**src/rtl/bank_out_arb_buf.sv**
```systemverilog
// bank_out_arb_buf
// ----------------
// Merges the read-only bank response (r_*) and the read-write bank response
// (rw_*) of every lane onto one registered port response. When both banks
// answer on the same lane in the same cycle, or when older responses are
// still waiting, the responses that cannot go out now are parked in a small
// per-lane circular buffer. They are replayed later in arrival order, with r
// ahead of rw within a single cycle.
//
// Ports (lane i of every bus sits at [i*W +: W]):
//   clk              rising-edge clock
//   rst              synchronous, active-high reset
//   rw_valid         rw-bank response valid, one bit per lane
//   rw_data          rw-bank response data, DATA_W per lane
//   rw_req_tag       rw-bank request tag, TAG_W per lane
//   r_valid          r-bank response valid, one bit per lane
//   r_data           r-bank response data, DATA_W per lane
//   r_req_tag        r-bank request tag, TAG_W per lane
//   port_valid       registered port response valid (one-cycle pulse)
//   port_data        registered port response data, zero when idle
//   port_req_tag     registered port response tag, zero when idle
//   port_almost_full lane buffer holds DEPTH-1 or more entries
//   overflow         sticky: the lane has dropped a response since reset

module bank_out_arb_buf #(
  parameter int NUM_PORTS = 3,
  parameter int DATA_W    = 16,
  parameter int TAG_W     = 2,
  parameter int DEPTH     = 4
) (
  input  logic                          clk,
  input  logic                          rst,
  input  logic [NUM_PORTS-1:0]          rw_valid,
  input  logic [NUM_PORTS*DATA_W-1:0]   rw_data,
  input  logic [NUM_PORTS*TAG_W-1:0]    rw_req_tag,
  input  logic [NUM_PORTS-1:0]          r_valid,
  input  logic [NUM_PORTS*DATA_W-1:0]   r_data,
  input  logic [NUM_PORTS*TAG_W-1:0]    r_req_tag,
  output logic [NUM_PORTS-1:0]          port_valid,
  output logic [NUM_PORTS*DATA_W-1:0]   port_data,
  output logic [NUM_PORTS*TAG_W-1:0]    port_req_tag,
  output logic [NUM_PORTS-1:0]          port_almost_full,
  output logic [NUM_PORTS-1:0]          overflow
);

  // An entry packs data above tag so a single vector moves through the
  // buffer and the output register.
  localparam int ENTRY_W = DATA_W + TAG_W;
  // DEPTH is a power of two, so pointers wrap simply by overflowing.
  localparam int PTR_W   = (DEPTH > 1) ? $clog2(DEPTH) : 1;
  // The count has to represent DEPTH itself (buffer completely full).
  localparam int CNT_W   = $clog2(DEPTH + 1);

  typedef logic [ENTRY_W-1:0] entry_t;

  // Per-lane buffer storage and bookkeeping.
  entry_t           mem      [NUM_PORTS][DEPTH];
  logic [PTR_W-1:0] rd_ptr   [NUM_PORTS];
  logic [PTR_W-1:0] wr_ptr   [NUM_PORTS];
  logic [CNT_W-1:0] count    [NUM_PORTS];

  // Registered port response and sticky drop flag.
  logic [NUM_PORTS-1:0] valid_q;
  logic [NUM_PORTS-1:0] ovf_q;
  entry_t               out_q    [NUM_PORTS];

  // Per-lane decisions for the current cycle.
  entry_t           r_ent      [NUM_PORTS];
  entry_t           rw_ent     [NUM_PORTS];
  entry_t           head_ent   [NUM_PORTS];
  entry_t           sel_ent    [NUM_PORTS];
  entry_t           cand0_ent  [NUM_PORTS];
  entry_t           cand1_ent  [NUM_PORTS];
  logic [PTR_W-1:0] wr_ptr_p1  [NUM_PORTS];
  logic [CNT_W-1:0] free_slots [NUM_PORTS];
  logic [CNT_W-1:0] count_next [NUM_PORTS];
  logic [NUM_PORTS-1:0] pop;
  logic [NUM_PORTS-1:0] sel_valid;
  logic [NUM_PORTS-1:0] cand0_v;
  logic [NUM_PORTS-1:0] cand1_v;
  logic [NUM_PORTS-1:0] acc0;
  logic [NUM_PORTS-1:0] acc1;
  logic [NUM_PORTS-1:0] drop;

  // Selection and push planning for every lane.
  // A non-empty buffer always wins the port: its head is the oldest response,
  // so sending it first keeps arrival order, and every new response (r first,
  // then rw) queues behind it. With an empty buffer the new r response goes
  // straight out and a colliding rw response is parked; a lone rw goes out.
  // The push candidates are compacted into cand0/cand1 in arrival order, so
  // capacity limits always discard the later arrival (rw before r).
  always_comb begin
    for (int i = 0; i < NUM_PORTS; i++) begin
      r_ent[i]     = {r_data[i*DATA_W +: DATA_W], r_req_tag[i*TAG_W +: TAG_W]};
      rw_ent[i]    = {rw_data[i*DATA_W +: DATA_W], rw_req_tag[i*TAG_W +: TAG_W]};
      head_ent[i]  = mem[i][rd_ptr[i]];
      wr_ptr_p1[i] = wr_ptr[i] + PTR_W'(1);

      pop[i]       = (count[i] != '0);
      sel_valid[i] = 1'b0;
      sel_ent[i]   = '0;
      cand0_v[i]   = 1'b0;
      cand0_ent[i] = '0;
      cand1_v[i]   = 1'b0;
      cand1_ent[i] = '0;

      if (pop[i]) begin
        sel_valid[i] = 1'b1;
        sel_ent[i]   = head_ent[i];
        if (r_valid[i]) begin
          cand0_v[i]   = 1'b1;
          cand0_ent[i] = r_ent[i];
          cand1_v[i]   = rw_valid[i];
          cand1_ent[i] = rw_ent[i];
        end else begin
          cand0_v[i]   = rw_valid[i];
          cand0_ent[i] = rw_ent[i];
        end
      end else if (r_valid[i]) begin
        sel_valid[i] = 1'b1;
        sel_ent[i]   = r_ent[i];
        cand0_v[i]   = rw_valid[i];
        cand0_ent[i] = rw_ent[i];
      end else if (rw_valid[i]) begin
        sel_valid[i] = 1'b1;
        sel_ent[i]   = rw_ent[i];
      end

      // The slot freed by this cycle's pop is reusable in the same cycle.
      free_slots[i] = CNT_W'(DEPTH) - count[i] + CNT_W'(pop[i]);
      acc0[i]       = cand0_v[i] && (free_slots[i] >= CNT_W'(1));
      acc1[i]       = cand1_v[i] && (free_slots[i] >= CNT_W'(2));
      drop[i]       = (cand0_v[i] && !acc0[i]) || (cand1_v[i] && !acc1[i]);
      count_next[i] = count[i] - CNT_W'(pop[i]) + CNT_W'(acc0[i]) + CNT_W'(acc1[i]);
    end
  end

  // Buffer storage. The contents need no reset: an entry is only ever read
  // while the count says it holds valid data. cand1 is only accepted together
  // with cand0, so it always lands in the slot after cand0.
  always_ff @(posedge clk) begin
    if (!rst) begin
      for (int i = 0; i < NUM_PORTS; i++) begin
        if (acc0[i]) begin
          mem[i][wr_ptr[i]] <= cand0_ent[i];
        end
        if (acc1[i]) begin
          mem[i][wr_ptr_p1[i]] <= cand1_ent[i];
        end
      end
    end
  end

  // Pointers, occupancy, output register and the sticky drop flag.
  // Reset throws away whatever is buffered by zeroing the pointers and count;
  // inputs present during reset are never selected or pushed.
  always_ff @(posedge clk) begin
    if (rst) begin
      valid_q <= '0;
      ovf_q   <= '0;
      for (int i = 0; i < NUM_PORTS; i++) begin
        rd_ptr[i] <= '0;
        wr_ptr[i] <= '0;
        count[i]  <= '0;
        out_q[i]  <= '0;
      end
    end else begin
      for (int i = 0; i < NUM_PORTS; i++) begin
        valid_q[i] <= sel_valid[i];
        out_q[i]   <= sel_ent[i];
        count[i]   <= count_next[i];
        if (pop[i]) begin
          rd_ptr[i] <= rd_ptr[i] + PTR_W'(1);
        end
        wr_ptr[i] <= wr_ptr[i] + PTR_W'(acc0[i]) + PTR_W'(acc1[i]);
        if (drop[i]) begin
          ovf_q[i] <= 1'b1;
        end
      end
    end
  end

  // Unpack the registered entries onto the flat port buses. The almost-full
  // flag comes straight from the registered count so upstream sees it early.
  always_comb begin
    port_data        = '0;
    port_req_tag     = '0;
    port_almost_full = '0;
    for (int i = 0; i < NUM_PORTS; i++) begin
      port_data[i*DATA_W +: DATA_W]  = out_q[i][ENTRY_W-1:TAG_W];
      port_req_tag[i*TAG_W +: TAG_W] = out_q[i][TAG_W-1:0];
      port_almost_full[i]            = (count[i] >= CNT_W'(DEPTH - 1));
    end
  end

  assign port_valid = valid_q;
  assign overflow   = ovf_q;

endmodule

```
**config.mk**
```make
export PLATFORM = sky130hd
export DESIGN_NAME = bank_out_arb_buf
export DESIGN_NICKNAME = d
export VERILOG_FILES = /design/src/rtl/bank_out_arb_buf.sv
export SDC_FILE = /design/constraint.sdc
export NUM_CORES = 1
export LEC_CHECK = 0
export ABC_CLOCK_PERIOD_IN_PS = 5000
export BUFFER_PORTS_ARGS = -buffer_cell sky130_fd_sc_hd__buf_2
export CAP_MARGIN = 20
export CORE_UTILIZATION = 50
export CTS_BUF_LIST = sky130_fd_sc_hd__clkbuf_2
export CTS_CLUSTER_DIAMETER = 200
export CTS_CLUSTER_SIZE = 16
export DETAILED_ROUTE_END_ITERATION = 16
export GPL_ROUTABILITY_DRIVEN = 0
export PLACE_DENSITY_LB_ADDON = 0.2
export SLEW_MARGIN = 10
export SYNTH_ARGS = -nofsm -noshare
export SYNTH_HDL_FRONTEND = slang
export SYNTH_SLANG_ARGS = --single-unit
```
**constraint.sdc**
```tcl
create_clock -name clk -period 5 [get_ports clk]
set_input_delay 1.5 -clock clk [delete_from_list [all_inputs] [get_ports clk]]
set_output_delay 1.5 -clock clk [all_outputs]
set_load 0.1 [all_outputs]
```
==> results.json, run 1 <==
{
  "status": "finished, final reports clean",
  "holdPathEnd": "overflow[2]$_SDFFE_PP0P_",
  "drive_gt1_share_pct": 23.7,
  "syn2layout_area_growth_pct": 9.57,
  "hp-class": "register to register",
  "cts-buffers-inserted": 22,
  "dieArea_um2": 31200,
  "dpl.hpwl_mm": 24.7,
  "p_leak_nw": 6.53,
  "rsz0062_at_grt": "no",
  "cts_hold_buffers": 0,
  "drt_wl_total_mm": 40.7,
  "final_cells": 1833,
  "hold_depth": 2,
  "first_iter_violations": 1228,
  "syn-num-nets": 1429,
  "clk_latency_ns": 0.94,
  "maxSlewViolCount": 0,
  "hold_ws_ns": 0.476,
  "ant_nets": 0,
  "cts_post_setup_buffers_inserted": 0,
  "core_um2": 29900,
  "grt_max_degree": 75,
  "r2r_slack_ns": 1.33,
  "yosys_register_bits": 297,
  "period_share_pct": 75.8,
  "ys_async_sr_fraction_pct": 0,
  "slew_headroom_pct": 24.1,
  "tns_ns": 0,
  "place_inst": 1790,
  "worstMarginPinSlew_ns": 1.14,
  "cp_max_fo": 3,
  "seq_area_frac_synth_pct": 53.5,
  "io_buffers": 178,
  "crit_path_end_kind": "output port",
  "grt_pass1_wl_mm": 62.5,
  "critical_path_required_ns": 3.50,
  "timing.rr.end": "count[0][7]$_SDFF_PP0_",
  "r2r-start": "count[0][6]$_SDFF_PP0_",
  "synth.area.top_cells": "edfxtp_1 (44%), dfxtp_1 (9.8%), mux4_2 (8.0%), a211o_1 (4.0%), o2bb2ai_1 (3.1%)",
  "ys_warn_count": 0,
  "fmax_ghz": 0.264,
  "worstHoldStart": "overflow[2]$_SDFFE_PP0P_",
  "cts.sinks": 297,
  "grt_antenna_before_repair": 2,
  "yosys.area.top_type_share_pct": 43.7,
  "synth_cell_type_count": 65,
  "boundaryPins": 179,
  "cts_resized": 0,
  "yosysMostFrequentCell": "edfxtp_1",
  "drc": 0,
  "seq_power_share_pct": 35.1,
  "syn_avg_cell_area_um2": 11.8,
  "rr_worst_depth": 9,
  "drtPass1Iterations": 5,
  "pwr-share-comb_pct": 55.4,
  "die_y_um": 177,
  "cp_data_arrival_time_ns": 2.29,
  "num_vias": 11500,
  "maxCapViolations": 0,
  "final_area_um2": 16700,
  "power.internal_mw": 5.55,
  "htree_levels": 1,
  "synthCells": 1291,
  "clkTransAtPathRegs_ns": 0.30,
  "synthTopCellsByCount": "edfxtp_1 (222), nor2_1 (116), nand2_1 (108)",
  "cts_tree": "built",
  "start_util_pct": 51.1,
  "viasPerCell": 6.27,
  "clk_path_buf_depth": 3,
  "rows": 63,
  "wl_per_cell_um": 22.2,
  "ir_drop_mv": 0.434,
  "synth_edf_count": 222,
  "cts-root-buf": "clkbuf_2",
  "place_area_um2": 16500,
  "finish.utilization_pct": 56.0,
  "nets": 1563,
  "hold_viol": 0,
  "p_sw_mw": 5.40,
  "ys.flop_type": "edfxtp_1",
  "die_w_um": 177,
  "synth_top_area_cell": "edfxtp_1",
  "skew_ns": 0.0816,
  "gr-usage-all-layers_pct": 25.9,
  "final_period_minus_worst_setup_slack_ns": 3.79,
  "worst-setup-path-type": "register to output port",
  "syn_area_um2": 15300,
  "setup_violations": 0,
  "swShare_pct": 49.3,
  "grt_pass1_vias": 11300,
  "overflow": 0,
  "powerDensity_nw_per_um2": 655,
  "startpoint_type": "register",
  "clkPwrFrac_pct": 9.5
}
## power by group through the flow
stage | sequential, mW | combinational (mW) | clock [mW]
finish | 3.84 | 6.06 | 1.04
floorplan | 5.36 | 3.25 | 0
CTS | 3.87 | 6.04 | 1.07
global route | 3.91 | 6.46 | 1.14
global placement | 3.91 | 5.92 | 0
detailed placement | 3.93 | 6.02 | 0
## cells by family after synthesis
| logic type | Yosys count | share of synthesized area, % |
|---|---|---|
| AO/OA/AOI/OAI | 387 | 18.3 |
| flip-flops | 297 | 53.5 |
| XOR/XNOR | 15 | 0.984 |
| multiplexers | 91 | 10.4 |
| adder cells (fa/ha/maj) | 26 | 2.51 |
| buffers and inverters | 129 | 3.81 |
| AND/OR/NAND/NOR | 346 | 10.5 |
## routing by layer
metal / GRT usage (%) / up-vias / wire length (µm)
li1: - / 5242 / -
met1: 35.1 / 5592 / 16900
met2: 43.2 / 586 / 19600
met3: 3.22 / 71 / 3140
met4: 8.19 / 0 / 1090
met5: 0 / - / 0
## flip-flops by register name, indices dropped and copies added (netlist names)
name        flops
out_q          54
overflow        3
mem           216
count           9
wr_ptr          6
rd_ptr          6
port_valid      3
## critical path, stage by stage (launching register included)
cell and delay [ns]:
dfxtp_1 0.56, inv_1 0.11, ha_1 0.19, o21ai_0 0.14, nand2_1 0.12, buf_2 0.31
## placed cells by master, fill, tap and decap left out, types with 54 or more instances in the layout
cell type / Yosys / final
edfxtp_1: 222 / 222
buf_2: 29 / 178
nor2_1: 116 / 113
nand2_1: 108 / 108
dfxtp_1: 75 / 75
a21oi_1: 75 / 74
a211o_1: 69 / 69
o22ai_1: 62 / 62
o2bb2ai_1: 54 / 54
mux4_2: 54 / 54
## how the worst max path moves through the flow
| stage | from | endpoint | slack [ns] | cells past startpoint |
|---|---|---|---|---|
| final | count[0][8]$_SDFF_PP0_ | port_almost_full[2] | 1.21 | 5 |
| after detailed placement | r_valid[2] | count[0][7]$_SDFF_PP0_ | 1.01 | 7 |
| after CTS | count[0][8]$_SDFF_PP0_ | port_almost_full[2] | 1.11 | 5 |
| after floorplan | rst | mem[0][54]$_DFFE_PP_ | 0.48 | 4 |
| after global routing | count[0][8]$_SDFF_PP0_ | port_almost_full[2] | 1.02 | 5 |
| after global placement | r_valid[2] | count[0][7]$_SDFF_PP0_ | 1.12 | 7 |
## layout make-up
type                            instances  area, µm²
Antenna cell                            2       5.00
Clock buffer                           38        190
Clock inverter                          2       38.8
Fill cell                            2568      13200
Inverter                               28        105
Multi-Input combinational cell        865       6580
Sequential cell                       297       8170
Tap cell                              390        488
Timing Repair Buffer                  211       1150
## per-stage QoR
step	power (mW)	setup WS (ns)
after floorplan	8.61	0.484
after global placement	9.84	1.12
after detailed placement	9.95	1.01
after CTS	11.0	1.11
after global routing	11.5	1.02
final	10.9	1.21
No activity file was read; power rests on OpenSTA's default activity.
==> run 2: changes to the inputs <==
--- a/config.mk
+++ b/config.mk
@@ -5,7 +5,7 @@
 export SDC_FILE = /design/constraint.sdc
 export NUM_CORES = 1
 export LEC_CHECK = 0
-export ABC_CLOCK_PERIOD_IN_PS = 5000
+export ABC_CLOCK_PERIOD_IN_PS = 3700
 export BUFFER_PORTS_ARGS = -buffer_cell sky130_fd_sc_hd__buf_2
 export CAP_MARGIN = 20
 export CORE_UTILIZATION = 50
==> constraint.sdc (replaced) <==
create_clock -name clk -period 3.7 [get_ports clk]
set_input_delay 1.11 -clock clk [delete_from_list [all_inputs] [get_ports clk]]
set_output_delay 1.11 -clock clk [all_outputs]
set_load 0.1 [all_outputs]
==> run 2 against run 1 <==
  * Combinational power rose by 36%
  * Total power increased by 36%
  * Design area increased by 1.1%
  * Via count rose by 0.72%
  * Clock power rose by 34%
  * Register-to-register slack got worse by 0.96 ns
  * Core utilization up 0.62 points
  * Count of clock-buffer cells in the layout unchanged
  * Die area stayed put
  * Highest routed layer is now met5
==> results.json, run 2 (synthesis results as in run 1) <==
{
  "hold_viol": 0,
  "p_leak_nw": 6.65,
  "gr-usage-all-layers_pct": 25.9,
  "cts-buffers-inserted": 22,
  "ir_drop_mv": 0.494,
  "final_cell_mix": "edfxtp_1 (222), buf_2 (178), nor2_1 (116), nand2_1 (108), dfxtp_1 (75)",
  "die_w_um": 177,
  "htree_levels": 1,
  "cts_post_setup_buffers_inserted": 0,
  "cts-root-buf": "clkbuf_2",
  "final_area_um2": 16900,
  "skew_ns": 0.104,
  "slew_headroom_pct": 24.9,
  "drc": 0,
  "rsz0062_at_grt": "no",
  "drive_gt1_share_pct": 24.5,
  "maxSlewViolCount": 0,
  "clk_latency_ns": 0.93,
  "final_period_minus_worst_setup_slack_ns": 3.47,
  "critical_path_required_ns": 2.59,
  "drtPass1Iterations": 5,
  "cts_resized": 0,
  "setup_violations": 0,
  "core_um2": 29900,
  "cp_max_fo": 3,
  "maxCapViolations": 0,
  "fill_cells": 2579,
  "cts_tree": "built",
  "grt_max_degree": 75,
  "status": "finished, final reports clean",
  "first_iter_violations": 1250,
  "power_mw": 14.9,
  "period_share_pct": 93.8,
  "clk_path_buf_depth": 3,
  "drt_wl_total_mm": 40.2,
  "worst-setup-path-type": "register to output port",
  "final_cells": 1855,
  "largest_register_ffs": 216,
  "fmax_ghz": 0.288,
  "syn2layout_area_growth_pct": 10.8,
  "worstMarginPinSlew_ns": 1.13,
  "dieArea_um2": 31200,
  "grt_antenna_before_repair": 4,
  "num_vias": 11600,
  "boundaryPins": 179,
  "viasPerCell": 6.24,
  "powerDensity_nw_per_um2": 881,
  "io_buffers": 178,
  "rows": 63,
  "cts.sinks": 297,
  "place_inst": 1812,
  "overflow": 0,
  "startpoint_type": "register",
  "grt_pass1_vias": 11300,
  "nets": 1585,
  "dpl.hpwl_mm": 25.0,
  "hold_ws_ns": 0.451,
  "crit_path_end_kind": "output port",
  "cts_hold_buffers": 0,
  "wl_per_cell_um": 21.7,
  "final_common_cell": "edfxtp_1",
  "grt_pass1_wl_mm": 62.2,
  "ant_nets": 0,
  "cp_data_arrival_time_ns": 2.36,
  "hp-class": "input pin to register",
  "place_area_um2": 16600,
  "start_util_pct": 51.1,
  "die_y_um": 177,
  "clkTransAtPathRegs_ns": 0.30
}
## run 2: changes by cell type in the layout (fill, tap and decap cells not counted), sizes merged
cell  before  now
buf      211  233
## run 2: per-stage QoR
stage	utilization, %	TNS, ns	worst slack [ns]
global placement	55.7	0	0.531
global route	56.6	0	0.0910
finish	56.6	0	0.228
CTS	56.5	0	0.148
floorplan	-	-15.33	-0.284
detailed placement	55.7	0	0.401
## run 2: path summary, 6_finish.rpt
check / from / end / slack (ns) / cells past startpoint
min reg2reg: overflow[2]$_SDFFE_PP0P_ / overflow[2]$_SDFFE_PP0P_ / 0.46 / 2
max: count[0][8]$_SDFF_PP0_ / port_almost_full[2] / 0.23 / 5
max reg2reg: count[0][7]$_SDFF_PP0_ / count[0][7]$_SDFF_PP0_ / 0.37 / 9
min: r_data[3] / out_q[0][5]$_SDFF_PP0_ / 0.45 / 3
## run 2: report_power, final
group          internal, mW  total (mW)  switching (mW)
Combinational          2.50        8.27            5.76
Sequential             4.78        5.26           0.470
Clock                 0.336        1.39            1.05
Total                  7.62        14.9            7.28
## run 2: critical path: stages, from the launching register on
cell	delay, ns
dfxtp_1	0.57
inv_1	0.10
ha_1	0.18
o21ai_0	0.15
nand2_1	0.11
buf_2	0.31
## run 2: layer usage
layer  GRT usage [%]  up-vias  share of wire (%)
li1                -     5295                  -
met1            34.0     5616                 40
met2            44.2      565                 49
met3            3.22       94                7.9
met4            8.98        4                2.7
met5               0        -              0.057
## run 2: area by class of cell
type	count	area [µm²]	area share, %
Multi-Input combinational cell	865	6580	38.9
Timing Repair Buffer	233	1340	7.90
Antenna cell	2	5.00	0.0296
Sequential cell	297	8170	48.3
Clock inverter	2	38.8	0.229
Tap cell	390	488	2.89
Inverter	28	105	0.621
Clock buffer	38	190	1.12
